$ cat src/rtl/cpu_seq_pkg.sv
// Shared types and constants for the cpu_sequencer controller.
//   state_t   : FSM state encoding
//   instr_t   : instruction class latched when start is accepted
//   OP_*/ALU_*: opcode / ALU_op field values
//   REG_SEL_*/WB_SEL_*: datapath mux select codes
//   decode()  : maps {opcode, ALU_op} to an instruction class
package cpu_seq_pkg;

  typedef enum logic [3:0] {
    S_WAIT, S_MOVI, S_LDA, S_LDB, S_EXEC, S_WB,
    S_ADDR, S_SLDB, S_SEXE, S_MEM, S_LWB, S_HALT
  } state_t;

  typedef enum logic [3:0] {
    I_MOVI, I_MOV, I_ADD, I_CMP, I_AND, I_MVN, I_LDR, I_STR, I_HALT, I_ILL
  } instr_t;

  localparam logic [2:0] OP_MOV  = 3'b110;
  localparam logic [2:0] OP_ALU  = 3'b101;
  localparam logic [2:0] OP_LDR  = 3'b011;
  localparam logic [2:0] OP_STR  = 3'b100;
  localparam logic [2:0] OP_HALT = 3'b111;

  localparam logic [1:0] ALU_ADD = 2'b00;
  localparam logic [1:0] ALU_CMP = 2'b01;
  localparam logic [1:0] ALU_AND = 2'b10;
  localparam logic [1:0] ALU_MVN = 2'b11;

  localparam logic [1:0] MOV_REG = 2'b00;
  localparam logic [1:0] MOV_IMM = 2'b10;

  localparam logic [1:0] REG_SEL_RM = 2'b00;
  localparam logic [1:0] REG_SEL_RD = 2'b01;
  localparam logic [1:0] REG_SEL_RN = 2'b10;

  localparam logic [1:0] WB_SEL_C    = 2'b00;
  localparam logic [1:0] WB_SEL_MEM  = 2'b01;
  localparam logic [1:0] WB_SEL_IMM8 = 2'b10;

  function automatic instr_t decode(input logic [2:0] opcode, input logic [1:0] alu_op);
    instr_t res;
    res = I_ILL;
    case (opcode)
      OP_MOV: begin
        if (alu_op == MOV_IMM)      res = I_MOVI;
        else if (alu_op == MOV_REG) res = I_MOV;
      end
      OP_ALU: begin
        case (alu_op)
          ALU_ADD: res = I_ADD;
          ALU_CMP: res = I_CMP;
          ALU_AND: res = I_AND;
          default: res = I_MVN;
        endcase
      end
      OP_LDR:  if (alu_op == 2'b00) res = I_LDR;
      OP_STR:  if (alu_op == 2'b00) res = I_STR;
      OP_HALT: res = I_HALT;
      default: res = I_ILL;
    endcase
    return res;
  endfunction

endpackage

$ cat src/rtl/cpu_sequencer_if.sv
// Bundle of decode inputs, datapath controls and memory handshake for cpu_sequencer.
//   master: the sequencer (drives controls, mem_req/mem_we/mem_err)
//   slave : decode/datapath/memory side (drives start, opcode, ALU_op, mem_ack)
interface cpu_sequencer_if;
  logic       start;
  logic [2:0] opcode;
  logic [1:0] ALU_op;
  logic       mem_ack;
  logic       waiting;
  logic       halted;
  logic [1:0] reg_sel;
  logic [1:0] wb_sel;
  logic       w_en;
  logic       en_A;
  logic       en_B;
  logic       en_C;
  logic       en_status;
  logic       en_addr;
  logic       sel_A;
  logic       sel_B;
  logic       mem_req;
  logic       mem_we;
  logic       mem_err;

  modport master (
    input  start, opcode, ALU_op, mem_ack,
    output waiting, halted, reg_sel, wb_sel, w_en, en_A, en_B, en_C, en_status, en_addr,
           sel_A, sel_B, mem_req, mem_we, mem_err
  );

  modport slave (
    output start, opcode, ALU_op, mem_ack,
    input  waiting, halted, reg_sel, wb_sel, w_en, en_A, en_B, en_C, en_status, en_addr,
           sel_A, sel_B, mem_req, mem_we, mem_err
  );
endinterface

$ cat src/rtl/cpu_sequencer.sv
// Moore FSM sequencing the register-file/ALU datapath, one instruction per start pulse,
// including LDR/STR memory access over a req/ack handshake, HALT and illegal-opcode handling.
// Ports:
//   clk   : rising-edge clock
//   rst_n : asynchronous active-low reset
//   bus   : cpu_sequencer_if.master (decode inputs, datapath enables, memory handshake)
// Parameters:
//   HALT_ON_ILLEGAL : 1 illegal opcode halts, 0 it is ignored
//   MEM_TIMEOUT     : S_MEM cycle limit awaiting mem_ack (>= 2)
// Optional feature: define CPU_SEQ_TIMEOUT_EN to enable the S_MEM timeout and sticky mem_err.
module cpu_sequencer
  import cpu_seq_pkg::*;
#(
  parameter int unsigned HALT_ON_ILLEGAL = 1,
  parameter int unsigned MEM_TIMEOUT     = 16
) (
  input logic             clk,
  input logic             rst_n,
  cpu_sequencer_if.master bus
);

  if (MEM_TIMEOUT < 2) begin : g_bad_timeout
    $error("MEM_TIMEOUT must be >= 2");
  end

  state_t state_q, state_d;
  instr_t instr_q, instr_d;
  logic   tmo_expired;
  logic   mem_err;

  // The instruction class is latched on acceptance so that EXEC/MEM outputs depend only on
  // registered state, not on whatever decode presents later.
  assign instr_d = (state_q == S_WAIT && bus.start) ? decode(bus.opcode, bus.ALU_op) : instr_q;

  always_ff @(posedge clk or negedge rst_n) begin
    if (!rst_n) begin
      state_q <= S_WAIT;
      instr_q <= I_ILL;
    end else begin
      state_q <= state_d;
      instr_q <= instr_d;
    end
  end

`ifdef CPU_SEQ_TIMEOUT_EN
  localparam int unsigned TmoW = $clog2(MEM_TIMEOUT + 1);

  logic [TmoW-1:0] tmo_q;
  logic            mem_err_q;

  // tmo_q counts completed S_MEM cycles; the current one is the last allowed when it equals
  // MEM_TIMEOUT-1. An ack in that cycle still completes normally.
  assign tmo_expired = (state_q == S_MEM) && !bus.mem_ack && (tmo_q == TmoW'(MEM_TIMEOUT - 1));
  assign mem_err     = mem_err_q;

  always_ff @(posedge clk or negedge rst_n) begin
    if (!rst_n) begin
      tmo_q     <= '0;
      mem_err_q <= 1'b0;
    end else begin
      tmo_q     <= (state_q == S_MEM) ? tmo_q + TmoW'(1) : '0;
      mem_err_q <= mem_err_q | tmo_expired;
    end
  end
`else
  assign tmo_expired = 1'b0;
  assign mem_err     = 1'b0;
`endif

  always_comb begin
    state_d = state_q;
    unique case (state_q)
      S_WAIT: begin
        if (bus.start) begin
          unique case (instr_d)
            I_MOVI:                      state_d = S_MOVI;
            I_MOV, I_MVN:                state_d = S_LDB;
            I_ADD, I_AND, I_CMP,
            I_LDR, I_STR:                state_d = S_LDA;
            I_HALT:                      state_d = S_HALT;
            default: state_d = (HALT_ON_ILLEGAL != 0) ? S_HALT : S_WAIT;
          endcase
        end
      end
      S_MOVI: state_d = S_WAIT;
      S_LDA:  state_d = (instr_q == I_LDR || instr_q == I_STR) ? S_ADDR : S_LDB;
      S_LDB:  state_d = S_EXEC;
      S_EXEC: state_d = (instr_q == I_CMP) ? S_WAIT : S_WB;
      S_WB:   state_d = S_WAIT;
      S_ADDR: state_d = (instr_q == I_STR) ? S_SLDB : S_MEM;
      S_SLDB: state_d = S_SEXE;
      S_SEXE: state_d = S_MEM;
      S_MEM: begin
        if (bus.mem_ack)      state_d = (instr_q == I_LDR) ? S_LWB : S_WAIT;
        else if (tmo_expired) state_d = S_HALT;
      end
      S_LWB:  state_d = S_WAIT;
      S_HALT: state_d = S_HALT;
      default: state_d = S_WAIT;
    endcase
  end

  always_comb begin
    bus.waiting   = 1'b0;
    bus.halted    = 1'b0;
    bus.reg_sel   = REG_SEL_RM;
    bus.wb_sel    = WB_SEL_C;
    bus.w_en      = 1'b0;
    bus.en_A      = 1'b0;
    bus.en_B      = 1'b0;
    bus.en_C      = 1'b0;
    bus.en_status = 1'b0;
    bus.en_addr   = 1'b0;
    bus.sel_A     = 1'b0;
    bus.sel_B     = 1'b0;
    bus.mem_req   = 1'b0;
    bus.mem_we    = 1'b0;
    bus.mem_err   = mem_err;
    unique case (state_q)
      S_WAIT: bus.waiting = 1'b1;
      S_MOVI: begin
        bus.reg_sel = REG_SEL_RD;
        bus.wb_sel  = WB_SEL_IMM8;
        bus.w_en    = 1'b1;
      end
      S_LDA: begin
        bus.reg_sel = REG_SEL_RN;
        bus.en_A    = 1'b1;
      end
      S_LDB: begin
        bus.reg_sel = REG_SEL_RM;
        bus.en_B    = 1'b1;
      end
      S_EXEC: begin
        // CMP only updates status; MOV/MVN pass B through with A forced to 0.
        if (instr_q == I_CMP) begin
          bus.en_status = 1'b1;
        end else begin
          bus.en_C  = 1'b1;
          bus.sel_A = (instr_q == I_MOV || instr_q == I_MVN);
        end
      end
      S_WB: begin
        bus.reg_sel = REG_SEL_RD;
        bus.wb_sel  = WB_SEL_C;
        bus.w_en    = 1'b1;
      end
      S_ADDR: begin
        // C = Rn + sximm5, also captured as the memory address.
        bus.en_addr = 1'b1;
        bus.sel_B   = 1'b1;
        bus.en_C    = 1'b1;
      end
      S_SLDB: begin
        bus.reg_sel = REG_SEL_RD;
        bus.en_B    = 1'b1;
      end
      S_SEXE: begin
        bus.sel_A = 1'b1;
        bus.en_C  = 1'b1;
      end
      S_MEM: begin
        bus.mem_req = 1'b1;
        bus.mem_we  = (instr_q == I_STR);
      end
      S_LWB: begin
        bus.reg_sel = REG_SEL_RD;
        bus.wb_sel  = WB_SEL_MEM;
        bus.w_en    = 1'b1;
      end
      S_HALT: bus.halted = 1'b1;
      default: bus.waiting = 1'b0;
    endcase
  end

endmodule

$ cat src/flat_wrapper.sv
// flat-port wrapper written by rule: the top's interface ports become plain ports
module cpu_sequencer_flat import cpu_seq_pkg::*;
#(
  parameter int unsigned HALT_ON_ILLEGAL = 1,
  parameter int unsigned MEM_TIMEOUT     = 16
)
  (clk, rst_n, bus_start, bus_opcode, bus_ALU_op, bus_mem_ack, bus_waiting, bus_halted, bus_reg_sel, bus_wb_sel, bus_w_en, bus_en_A, bus_en_B, bus_en_C, bus_en_status, bus_en_addr, bus_sel_A, bus_sel_B, bus_mem_req, bus_mem_we, bus_mem_err);
  cpu_sequencer_if bus_i ();
  input logic clk;
  input logic rst_n;
  input wire logic [$bits(bus_i.start)-1:0] bus_start;
  input wire logic [$bits(bus_i.opcode)-1:0] bus_opcode;
  input wire logic [$bits(bus_i.ALU_op)-1:0] bus_ALU_op;
  input wire logic [$bits(bus_i.mem_ack)-1:0] bus_mem_ack;
  output wire logic [$bits(bus_i.waiting)-1:0] bus_waiting;
  output wire logic [$bits(bus_i.halted)-1:0] bus_halted;
  output wire logic [$bits(bus_i.reg_sel)-1:0] bus_reg_sel;
  output wire logic [$bits(bus_i.wb_sel)-1:0] bus_wb_sel;
  output wire logic [$bits(bus_i.w_en)-1:0] bus_w_en;
  output wire logic [$bits(bus_i.en_A)-1:0] bus_en_A;
  output wire logic [$bits(bus_i.en_B)-1:0] bus_en_B;
  output wire logic [$bits(bus_i.en_C)-1:0] bus_en_C;
  output wire logic [$bits(bus_i.en_status)-1:0] bus_en_status;
  output wire logic [$bits(bus_i.en_addr)-1:0] bus_en_addr;
  output wire logic [$bits(bus_i.sel_A)-1:0] bus_sel_A;
  output wire logic [$bits(bus_i.sel_B)-1:0] bus_sel_B;
  output wire logic [$bits(bus_i.mem_req)-1:0] bus_mem_req;
  output wire logic [$bits(bus_i.mem_we)-1:0] bus_mem_we;
  output wire logic [$bits(bus_i.mem_err)-1:0] bus_mem_err;
  assign bus_i.start = bus_start;
  assign bus_i.opcode = bus_opcode;
  assign bus_i.ALU_op = bus_ALU_op;
  assign bus_i.mem_ack = bus_mem_ack;
  assign bus_waiting = bus_i.waiting;
  assign bus_halted = bus_i.halted;
  assign bus_reg_sel = bus_i.reg_sel;
  assign bus_wb_sel = bus_i.wb_sel;
  assign bus_w_en = bus_i.w_en;
  assign bus_en_A = bus_i.en_A;
  assign bus_en_B = bus_i.en_B;
  assign bus_en_C = bus_i.en_C;
  assign bus_en_status = bus_i.en_status;
  assign bus_en_addr = bus_i.en_addr;
  assign bus_sel_A = bus_i.sel_A;
  assign bus_sel_B = bus_i.sel_B;
  assign bus_mem_req = bus_i.mem_req;
  assign bus_mem_we = bus_i.mem_we;
  assign bus_mem_err = bus_i.mem_err;
  cpu_sequencer #(.HALT_ON_ILLEGAL(HALT_ON_ILLEGAL), .MEM_TIMEOUT(MEM_TIMEOUT)) u_core (.clk(clk), .rst_n(rst_n), .bus(bus_i));
endmodule
$ cat config.mk
export PLATFORM = sky130hd
export DESIGN_NAME = cpu_sequencer_flat
export DESIGN_NICKNAME = d
export VERILOG_FILES = /design/src/rtl/cpu_seq_pkg.sv /design/src/rtl/cpu_sequencer_if.sv /design/src/rtl/cpu_sequencer.sv /design/src/flat_wrapper.sv
export SDC_FILE = /design/constraint.sdc
export NUM_CORES = 1
export LEC_CHECK = 0
export CAP_MARGIN = 15
export CORE_MARGIN = 5
export CORE_UTILIZATION = 30
export CTS_CLUSTER_DIAMETER = 40
export CTS_CLUSTER_SIZE = 10
export DETAILED_ROUTE_END_ITERATION = 10
export PLACE_DENSITY_LB_ADDON = 0.12
export SYNTH_ARGS = -nofsm -noshare
export SYNTH_HDL_FRONTEND = slang
export SYNTH_SLANG_ARGS = --single-unit
$ cat constraint.sdc
create_clock -name clk -period 1.7 [get_ports clk]
set_input_delay 0.255 -clock clk [delete_from_list [all_inputs] [get_ports clk]]
set_output_delay 0.255 -clock clk [all_outputs]
set_load 0.05 [all_outputs]
==> qor.yml <==
cp-start-kind: "flip-flop"
skew_ps: 0.9986
final_cell_area_um2: 1683
grt_overflow_total: 0
p_int_mw: 1.661
postSynthAreaPerCell_um2: 7.832
wire_per_inst_um: 15.01
hpwl_um: 2117
grt_pass1_vias: 1045
seq_power_share_pct: 15.2
yosysTopAreaCell: "dfrtp_1"
clock_path_buffers: 2
max_freq_mhz: 587.0
met1Wirelength_um: 1117
cts_tree: "done"
rsz0062_at_grt: "yes"
cp.arrival_ps: 1450
tns_ps: -3.502
switchingPower_mw: 1.506
synthDistinctLibCells: 44
viasPerCell: 5.397
synth.area.top_cells: "dfrtp_1, dfstp_2, nor2_1"
cp.required_ps: 1440
grt_pass1_wl_um: 4740
synth_top_area_share_pct: 17.75
holdBufCountCts: 0
finalNetCount: 169
leakagePower_nw: 0.6942
syn-num-nets: 117
power_frac_comb_pct: 80.3
hold_violations: 0
violations: "negative setup slack"
r2r.worst_path.cells: 7
die_h_um: 63.10
hold_path.class: "input pin to asynchronous set/reset pin"
drive_gt1_share_pct: 55.06
die_width_um: 63.10
synth_async_sr_flop_share_pct: 100.0
final.period_utilization_pct: 100.2
cts_sinks: 8
drt-initial-drc-count: 25
grt_usage_pct: 14.44
powerDensity_nw_per_um2: 1882
num_rows: 19
outcome: "finished, violations left"
placed_cell_area_um2: 1435
maxCapViolCount: 0
p_clk_share_pct: 4.5
drcViolationCount: 0
ys_seq_elements: 8
worst_slack_ps: -3.502
dieArea_um2: 3981
synth_seq_area_share_pct: 23.96
drtAntennaViolNets: 0
routed_wl_um: 2836
gp_congestion: 0.9029
final_cells: 189
placed_cells: 176
highest_layer: "met4"
final_core_util_pct: 61.56
crit_fanout: 6
ys.flop_type: "dfrtp_1"
antenna_found_initial: 0
fin_crit_ps: 1704
cts_root_buf: "clkbuf_4"
ys_warn_count: 0
cts_made_buffers: 3
cts.htree.levels: 1
grt_max_degree: 10
io-pin-count: 26
p_total_mw: 3.168
area_delta_synth_final_pct: 98.96
synth_edf_count: 0
sw_frac_of_total_pct: 47.55
via_count: 1020
synth_area_um2: 845.8
critical_path_class: "flip-flop to output port"
insertedDiodeCount: 0
clk_latency_ps: 250
dr_wl_met3_um: 167
finalSetupViolCount: 1
cp-end-kind: "output port"
portBuffers: 24
dr.pass1.iters: 4
path_clk_slew_ps: 50
ir_drop_uv: 1328
whs_ps: 271.8
initial_core_util_pct: 30.94
pre_cts_ws_ps: -217.7
placeableCoreArea_um2: 2734
wl_met2_um: 1514
drv_slew: 0
postSynthCellCount: 108
-- power groups by stage --
stage / clock (mW) / sequential [mW] / combinational, mW
after global routing: 0.165 / 0.489 / 2.69
after floorplan: 0 / 0.398 / 1.22
after detailed placement: 0 / 0.464 / 2.11
after CTS: 0.150 / 0.464 / 2.36
final: 0.143 / 0.481 / 2.54
after global placement: 0 / 0.464 / 2.10
-- registers in the layout, indices dropped and copies added (netlist names) --
name	count
u_core.state_q	4
u_core.instr_q	4
-- final timing paths --
| check | start | endpoint | slack [ps] |
|---|---|---|---|
| worst max-delay path | u_core.state_q[1] | bus_reg_sel[0] | -4 |
| worst min-delay path | rst_n | u_core.state_q[2] | 270 |
| worst max register to register | u_core.state_q[1] | u_core.state_q[3] | 20 |
| worst min register to register | u_core.instr_q[3] | u_core.instr_q[3] | 560 |
| max in group asynchronous | rst_n | u_core.instr_q[0] | 1130 |
| min in group clk | u_core.instr_q[3] | u_core.instr_q[3] | 560 |
-- cell families after synthesis --
| logic type | after synthesis | synth area share (%) |
|---|---|---|
| multiplexers | 2 | 2.663 |
| flip-flops | 8 | 23.96 |
| buffers and inverters | 11 | 6.655 |
| AND/OR/NAND/NOR | 53 | 38.61 |
| AO/OA/AOI/OAI | 33 | 27.66 |
| other | 1 | 0.4434 |
-- repair_timing --
item,CTS,global route
setup endpoints to repair,16,15
pin swaps,4,8
setup buffers,6,4
resized for setup,20,15
-- layout by cell type (no fill, tap or decap), types with 2 or more instances in the layout --
cell | Yosys | routed
buf_12 | 0 | 16
nor3b_1 | 2 | 2
dlymetal6s2s_1 | 0 | 2
nor3_1 | 7 | 3
nor3_4 | 0 | 2
nor4_4 | 1 | 2
nand2b_4 | 1 | 3
buf_4 | 2 | 26
nand2b_1 | 4 | 2
a21o_1 | 2 | 2
inv_1 | 4 | 3
mux2_2 | 2 | 2
nor2_4 | 0 | 3
clkbuf_4 | 0 | 3
o21ai_0 | 8 | 7
or2_4 | 0 | 2
o22ai_2 | 1 | 2
nand2_1 | 9 | 8
dfstp_2 | 2 | 2
dfrtp_2 | 0 | 3
clkdlybuf4s50_1 | 0 | 6
dfrtp_1 | 6 | 3
buf_6 | 1 | 4
nor3_2 | 1 | 3
nor2_2 | 0 | 2
o211ai_1 | 2 | 2
nor2_1 | 11 | 6
a32oi_1 | 2 | 2
o21ai_2 | 1 | 2
nor2b_1 | 6 | 4
a21oi_1 | 5 | 4
-- layer usage --
layer	vias up	track usage [%]
li1	505	-
met1	478	15.08
met2	33	27.18
met3	4	4.263
met4	0	4.509
met5	-	0
-- synthesized netlist by cell type (4+ instances only) --
cell	number
clkbuf_1	4
nor2_1	11
a21oi_1	5
nor3_1	7
inv_1	4
dfrtp_1	6
nand2b_1	4
o21ai_0	8
nand2_1	9
nor2b_1	6
-- final cells by class --
class	instances	area [um^2]
Fill cell	241	1051
Tap cell	31	38.79
Multi-Input combinational cell	89	754.5
Timing Repair Buffer	54	645.6
Clock buffer	3	22.52
Sequential cell	8	206.4
Inverter	4	15.01
-- worst max-delay path: stages, from the launching register on --
cell     delay [ps]
dfrtp_2         440
buf_4           170
nor2b_2         160
nor2_1          110
a21o_1          170
buf_12          140
No activity file was read; power rests on OpenSTA's default activity.
